[src/rtl/stream_pkg.sv]
// Shared stream constants and width helpers used by the array-side stream blocks.
package stream_pkg;

    localparam int AXIS_DATA_WIDTH = 32;

    // A $clog2 that never returns 0, so a 1-entry range still gets a real bit.
    function automatic int clog2_min1(input int value);
        return (value <= 2) ? 1 : $clog2(value);
    endfunction

endpackage : stream_pkg

[src/rtl/output_stream_buffer_if.sv]
// Master AXI-Stream bundle carried from the result buffer to the downstream consumer.
interface output_stream_buffer_if
    import stream_pkg::*;
#(
    parameter int DATA_WIDTH = AXIS_DATA_WIDTH
);

    logic                  M_AXIS_TVALID;
    logic                  M_AXIS_TREADY;
    logic [DATA_WIDTH-1:0] M_AXIS_TDATA;
    logic                  M_AXIS_TLAST;

    modport master (
        output M_AXIS_TVALID,
        output M_AXIS_TDATA,
        output M_AXIS_TLAST,
        input  M_AXIS_TREADY
    );

    modport slave (
        input  M_AXIS_TVALID,
        input  M_AXIS_TDATA,
        input  M_AXIS_TLAST,
        output M_AXIS_TREADY
    );

endinterface : output_stream_buffer_if

[src/rtl/sync_fifo_fwft.sv]
// First-word-fall-through FIFO with wrap-flag pointers; a push into a full FIFO
// is accepted when a pop happens in the same cycle.
module sync_fifo_fwft
    import stream_pkg::*;
#(
    parameter  int DATA_WIDTH  = AXIS_DATA_WIDTH,
    parameter  int DEPTH       = 8,
    localparam int PTR_WIDTH   = clog2_min1(DEPTH),
    localparam int LEVEL_WIDTH = $clog2(DEPTH + 1)
) (
    input  logic                   clk,
    input  logic                   rst,
    input  logic                   flush_i,
    input  logic                   push_req_i,
    input  logic                   pop_i,
    input  logic [DATA_WIDTH-1:0]  wr_data_i,
    output logic [DATA_WIDTH-1:0]  rd_data_o,
    output logic                   empty_o,
    output logic                   full_o,
    output logic [LEVEL_WIDTH-1:0] level_o
);

    localparam logic [PTR_WIDTH:0] PTR_ONE = 1;

    logic [DATA_WIDTH-1:0] mem_q [DEPTH];
    logic [PTR_WIDTH:0]    wr_ptr_q, wr_ptr_d;
    logic [PTR_WIDTH:0]    rd_ptr_q, rd_ptr_d;
    logic                  push, pop;

    assign empty_o = (wr_ptr_q == rd_ptr_q);
    assign full_o  = (wr_ptr_q[PTR_WIDTH-1:0] == rd_ptr_q[PTR_WIDTH-1:0]) &&
                     (wr_ptr_q[PTR_WIDTH] != rd_ptr_q[PTR_WIDTH]);
    assign level_o = LEVEL_WIDTH'(wr_ptr_q - rd_ptr_q);

    assign pop  = pop_i & ~empty_o & ~flush_i;
    assign push = push_req_i & (~full_o | pop) & ~flush_i;

    always_comb begin
        wr_ptr_d = wr_ptr_q;
        rd_ptr_d = rd_ptr_q;
        if (flush_i) begin
            wr_ptr_d = '0;
            rd_ptr_d = '0;
        end else begin
            if (push) wr_ptr_d = wr_ptr_q + PTR_ONE;
            if (pop)  rd_ptr_d = rd_ptr_q + PTR_ONE;
        end
    end

    // NOTE: state registers use non-blocking assignments so every flop samples
    // pre-edge values regardless of process ordering.
    always_ff @(posedge clk or negedge rst) begin
        if (!rst) begin
            wr_ptr_q <= '0;
            rd_ptr_q <= '0;
        end else begin
            wr_ptr_q <= wr_ptr_d;
            rd_ptr_q <= rd_ptr_d;
        end
    end

    // NOTE: storage is deliberately not reset; emptiness comes from the pointers
    // and the read port is masked, so stale contents are never observable.
    always_ff @(posedge clk) begin
        if (push) mem_q[wr_ptr_q[PTR_WIDTH-1:0]] <= wr_data_i;
    end

    assign rd_data_o = empty_o ? '0 : mem_q[rd_ptr_q[PTR_WIDTH-1:0]];

endmodule : sync_fifo_fwft

[src/rtl/output_stream_buffer.sv]
// Buffers array results into a FWFT FIFO and streams them out as AXI-Stream
// packets of WORDS_PER_PACKET beats; results arriving while full are dropped and flagged.
module output_stream_buffer
    import stream_pkg::*;
#(
    parameter  int DATA_WIDTH       = AXIS_DATA_WIDTH,
    parameter  int DEPTH            = 8,
    parameter  int WORDS_PER_PACKET = 2,
    localparam int PTR_WIDTH        = clog2_min1(DEPTH),
    localparam int LEVEL_WIDTH      = $clog2(DEPTH + 1),
    localparam int BEAT_WIDTH       = $clog2(WORDS_PER_PACKET + 1)
) (
    input  logic                    clk,
    input  logic                    rst,
    input  logic                    clear,
    input  logic                    validOutputs,
    input  logic [DATA_WIDTH-1:0]   result_data,
    output logic [LEVEL_WIDTH-1:0]  level,
    output logic                    overflow,
    output_stream_buffer_if.master  m_axis
);

    localparam logic [BEAT_WIDTH-1:0] LAST_BEAT = BEAT_WIDTH'(WORDS_PER_PACKET - 1);
    localparam logic [BEAT_WIDTH-1:0] BEAT_ONE  = 1;

    logic                  empty, full, pop, drop, last_beat;
    logic [DATA_WIDTH-1:0] rd_data;
    logic [BEAT_WIDTH-1:0] beat_q, beat_d;
    logic                  overflow_q, overflow_d;

    sync_fifo_fwft #(
        .DATA_WIDTH (DATA_WIDTH),
        .DEPTH      (DEPTH)
    ) u_fifo (
        .clk        (clk),
        .rst        (rst),
        .flush_i    (clear),
        .push_req_i (validOutputs),
        .pop_i      (pop),
        .wr_data_i  (result_data),
        .rd_data_o  (rd_data),
        .empty_o    (empty),
        .full_o     (full),
        .level_o    (level)
    );

    // clear outranks everything: no pop, no beat advance, no drop flagged.
    assign pop       = ~empty & m_axis.M_AXIS_TREADY & ~clear;
    assign drop      = validOutputs & full & ~pop & ~clear;
    assign last_beat = (beat_q == LAST_BEAT);

    always_comb begin
        beat_d     = beat_q;
        overflow_d = overflow_q | drop;
        if (clear) begin
            beat_d     = '0;
            overflow_d = 1'b0;
        end else if (pop) begin
            beat_d = last_beat ? '0 : beat_q + BEAT_ONE;
        end
    end

    always_ff @(posedge clk or negedge rst) begin
        if (!rst) begin
            beat_q     <= '0;
            overflow_q <= 1'b0;
        end else begin
            beat_q     <= beat_d;
            overflow_q <= overflow_d;
        end
    end

    assign overflow             = overflow_q;
    assign m_axis.M_AXIS_TVALID = ~empty;
    assign m_axis.M_AXIS_TDATA  = rd_data;
    assign m_axis.M_AXIS_TLAST  = ~empty & last_beat;

endmodule : output_stream_buffer

[src/flat_wrapper.sv]
// flat-port wrapper written by rule: the top's interface ports become plain ports
module output_stream_buffer_flat import stream_pkg::*;
#(
    parameter  int DATA_WIDTH       = AXIS_DATA_WIDTH,
    parameter  int DEPTH            = 8,
    parameter  int WORDS_PER_PACKET = 2,
    localparam int PTR_WIDTH        = clog2_min1(DEPTH),
    localparam int LEVEL_WIDTH      = $clog2(DEPTH + 1),
    localparam int BEAT_WIDTH       = $clog2(WORDS_PER_PACKET + 1)
)
  (clk, rst, clear, validOutputs, result_data, level, overflow, m_axis_M_AXIS_TVALID, m_axis_M_AXIS_TDATA, m_axis_M_AXIS_TLAST, m_axis_M_AXIS_TREADY);
  output_stream_buffer_if #(.DATA_WIDTH(DATA_WIDTH)) m_axis_i ();
  input  logic clk;
  input  logic rst;
  input  logic clear;
  input  logic validOutputs;
  input  logic [DATA_WIDTH-1:0] result_data;
  output logic [LEVEL_WIDTH-1:0] level;
  output logic overflow;
  output wire logic [$bits(m_axis_i.M_AXIS_TVALID)-1:0] m_axis_M_AXIS_TVALID;
  output wire logic [$bits(m_axis_i.M_AXIS_TDATA)-1:0] m_axis_M_AXIS_TDATA;
  output wire logic [$bits(m_axis_i.M_AXIS_TLAST)-1:0] m_axis_M_AXIS_TLAST;
  input wire logic [$bits(m_axis_i.M_AXIS_TREADY)-1:0] m_axis_M_AXIS_TREADY;
  assign m_axis_M_AXIS_TVALID = m_axis_i.M_AXIS_TVALID;
  assign m_axis_M_AXIS_TDATA = m_axis_i.M_AXIS_TDATA;
  assign m_axis_M_AXIS_TLAST = m_axis_i.M_AXIS_TLAST;
  assign m_axis_i.M_AXIS_TREADY = m_axis_M_AXIS_TREADY;
  output_stream_buffer #(.DATA_WIDTH(DATA_WIDTH), .DEPTH(DEPTH), .WORDS_PER_PACKET(WORDS_PER_PACKET)) u_core (.clk(clk), .rst(rst), .clear(clear), .validOutputs(validOutputs), .result_data(result_data), .level(level), .overflow(overflow), .m_axis(m_axis_i));
endmodule
[config.mk]
export PLATFORM = sky130hd
export DESIGN_NAME = output_stream_buffer_flat
export DESIGN_NICKNAME = d
export VERILOG_FILES = /design/src/rtl/stream_pkg.sv /design/src/rtl/output_stream_buffer_if.sv /design/src/rtl/sync_fifo_fwft.sv /design/src/rtl/output_stream_buffer.sv /design/src/flat_wrapper.sv
export SDC_FILE = /design/constraint.sdc
export NUM_CORES = 1
export LEC_CHECK = 0
export ABC_AREA = 1
export CAP_MARGIN = 20
export CORE_ASPECT_RATIO = 0.5
export CORE_MARGIN = 1
export CORE_UTILIZATION = 55
export CTS_CLUSTER_SIZE = 24
export DETAILED_ROUTE_END_ITERATION = 10
export PLACE_DENSITY_LB_ADDON = 0.08
export RECOVER_POWER = 50
export SYNTH_ARGS = -nofsm -noshare
export SYNTH_HDL_FRONTEND = slang
export SYNTH_SLANG_ARGS = --single-unit
[constraint.sdc]
create_clock -name clk -period 6.6 [get_ports clk]
set_input_delay 1.32 -clock clk [delete_from_list [all_inputs] [get_ports clk]]
set_output_delay 1.32 -clock clk [all_outputs]
set_load 0.01 [all_outputs]
==> results.cfg <==
[timing]
fin_ws_ns = 1.28
finalMaxSlewViolations = 35
rsz0062_at_grt = no
hold_viol = 0
worstMarginPinSlew_ns = 1.75
fmax_mhz = 188
fin_skew_ns = 0.00713
slew_headroom_pct = -16.7
setup_tns_ns = 0
setup_viol = 0
post-route-period-util_pct = 80.6
timing.hold.ws_ns = 0.488
period_minus_slack_ns = 5.32

[cells_and_area]
antennaDiodeCount = 0
fillers = 1511
drive_gt1_share_pct = 5.48
seqCellArea_um2 = 7970
mostFrequentLayoutCells = edfxtp_1 (256), nor2_1 (200), nand2_1 (151), o21ai_0 (122), nand3_1 (48)
multiInputGateArea_um2 = 2640
nNetsFinal = 1034
layout_commonest_cell = edfxtp_1
area_delta_synth_final_pct = 15.0

[yosys]
yosys_warnings = 0
ys_ff_latch = 267
synthSimpleGateAreaFrac_pct = 14.9
synthAdderAreaFrac_pct = 0.754
synth_seq_area_share_pct = 72.7
muxShareOfSynthArea_pct = 0
synthXorXnorAreaFrac_pct = 0.400
ys_types = 28
synth_top_area_cell = edfxtp_1
synth_compound_area_share_pct = 7.85
synth_area_leaders = edfxtp_1 (70%), nor2_1 (7.0%), o21ai_0 (5.5%), nand2_1 (5.1%), dfrtp_1 (2.5%)
yosysTopAreaCellShare_pct = 70.2
avgSynthCellArea_um2 = 11.8
netlist_area_um2 = 10900
synth_cells = 929
synth_top_family_by_area = simple AND/OR/NAND/NOR gates
syn-num-nets = 972

[drt]
via_count = 7078
wl_um = 24100
drt_iter0_markers = 505
routedWlPerCell_um = 19.0
dr.pass1.iters = 5
ant_nets = 0
vias_per_cell = 5.57
route.detailed.drc = 0

[cts]
clk_pin_slew_ns = 0.07
cts_tree = done
cts_made_buffers = 24
post_cts_buffers = 0
holdBufCountCts = 0
clkSinkCount = 267
cts-root-buf = clkbuf_16
post_cts_resized = 0
clock_path_buffers = 3
ctsHtreeMaxLevel = 1
clkLatencyLatePin_ns = 0.51

[worst_setup_path]
r2r_slack_ns = 2.39
reg2reg_depth = 8
crit_type = reg -> out
worstPathArrival_ns = 4.00
required_ns = 5.28
crit_fanout = 34
reg2reg_to = u_core.u_fifo.mem_q[3][13]$_DFFE_PP_
crit-reg2reg-launch = u_core.u_fifo.wr_ptr_q[0]$_DFFE_PN0P_
startpoint_type = register
cp-end-kind = output pin

[global_route]
busiest_layer = met2
grt_use_met3_pct = 4.31
antenna_found_initial = 0
grt_max_degree = 105
use_met2_pct = 37.2
grt-ovfl-total = 0
grt_use_met1_pct = 35.4
grt_pass1_vias = 6514
track_usage_pct = 23.8
grt_pass1_wl_um = 37100

[power]
leakagePower_nw = 4.42
power_density_nw_per_um2 = 313
vdd_drop_max_mv = 0.215
total_power_mw = 3.94

[run_status]
status = finished, violations left
violations = max-capacitance violations, max-slew violations

[min_path]
min_to = u_core.beat_q[0]$_DFFE_PN0P_
hold_depth = 2
min_from = u_core.beat_q[0]$_DFFE_PN0P_
hp-class = reg -> reg

[floorplanning]
core_area_um2 = 19500
die_area_um2 = 20500
start_util_pct = 56.3
ios = 76
fp.dieW_um = 202
die_h_um = 102
row_count = 36

[place]
place_hpwl_um = 12400
gp_congestion = 0.838
pre_cts_slack_ns = 2.39
portBuffers = 75

[flow_run]
drv_cap = 2
-- logic make-up after synthesis --
kind of cell,Yosys count
and+or+nand+nor,411
buffers and inverters,71
adders and majority gates,6
xor gates and xnor gates,5
DFF,267
AOI/OAI and AO/OA,169
-- metrics by stage --
stage | cell area [µm²] | utilization, % | cells
finish | 12600 | 64.7 | 1270
global placement | 11900 | 61.2 | 1230
floorplan | 10900 | - | 929
CTS | 12600 | 64.7 | 1269
detailed placement | 11900 | 61.2 | 1230
global route | 12600 | 64.7 | 1270
-- sequential cells by signal (all words and copies together) (netlist names) --
| name | flops |
|---|---|
| u_core.beat_q | 2 |
| u_core.overflow | 1 |
| u_core.u_fifo.mem_q | 256 |
| u_core.u_fifo.rd_ptr_q | 4 |
| u_core.u_fifo.wr_ptr_q | 4 |
-- worst max-delay path, stage by stage, from the launching register on --
cell and delay [ns]:
dfrtp_1 0.49, inv_1 0.18, ha_1 0.34, inv_1 0.06, nor2_1 0.19, nand3_1 1.24
nand2_1 0.43, nor2_1 0.08, clkdlybuf4s50_1 0.48
-- report_power, final --
part / internal [mW] / switching (mW)
Combinational: 0.304 / 0.448
Sequential: 1.88 / 0.0224
Clock: 0.691 / 0.584
Total: 2.88 / 1.05
-- synth_stat cells, drive strengths merged --
cell / number
o2111ai: 1
clkbuf: 15
nand2: 151
nand3: 48
o211ai: 1
a21boi: 1
nor2: 206
fa: 1
o21ai: 132
a21oi: 34
edfxtp: 256
clkinv: 1
nor3: 1
inv: 15
buf: 40
dfrtp: 11
xor2: 3
nand4: 5
ha: 5
xnor2: 2
-- layer usage --
| layer | wire (µm) | part of all wire [%] | vias to the layer above |
|---|---|---|---|
| li1 | - | - | 3363 |
| met1 | 11200 | 46 | 3446 |
| met2 | 10800 | 45 | 241 |
| met3 | 1700 | 7.0 | 28 |
| met4 | 387 | 1.6 | 0 |
| met5 | 0 | 0 | - |
-- worst max-delay path by stage --
stage | from | endpoint | slack, ns | cells past startpoint
floorplan | m_axis_M_AXIS_TREADY | u_core.u_fifo.mem_q[0][0]$_DFFE_PP_ | 3.01 | 4
detailed placement | clear | u_core.u_fifo.mem_q[2][7]$_DFFE_PP_ | 2.39 | 5
global route | u_core.u_fifo.wr_ptr_q[0]$_DFFE_PN0P_ | m_axis_M_AXIS_TDATA[14] | 1.02 | 8
global placement | clear | u_core.u_fifo.mem_q[0][31]$_DFFE_PP_ | 2.44 | 5
CTS | u_core.u_fifo.wr_ptr_q[0]$_DFFE_PN0P_ | m_axis_M_AXIS_TDATA[14] | 1.92 | 8
finish | u_core.u_fifo.wr_ptr_q[0]$_DFFE_PN0P_ | m_axis_M_AXIS_TDATA[24] | 1.28 | 8
-- final cells by class --
cell class | count | area share, %
Tap cell | 266 | 2.64
Clock inverter | 8 | 0.358
Sequential cell | 267 | 63.3
Inverter | 16 | 0.487
Timing Repair Buffer | 91 | 7.08
Clock buffer | 31 | 5.15
Multi-Input combinational cell | 591 | 21.0
(Power assumes the default switching activity.)
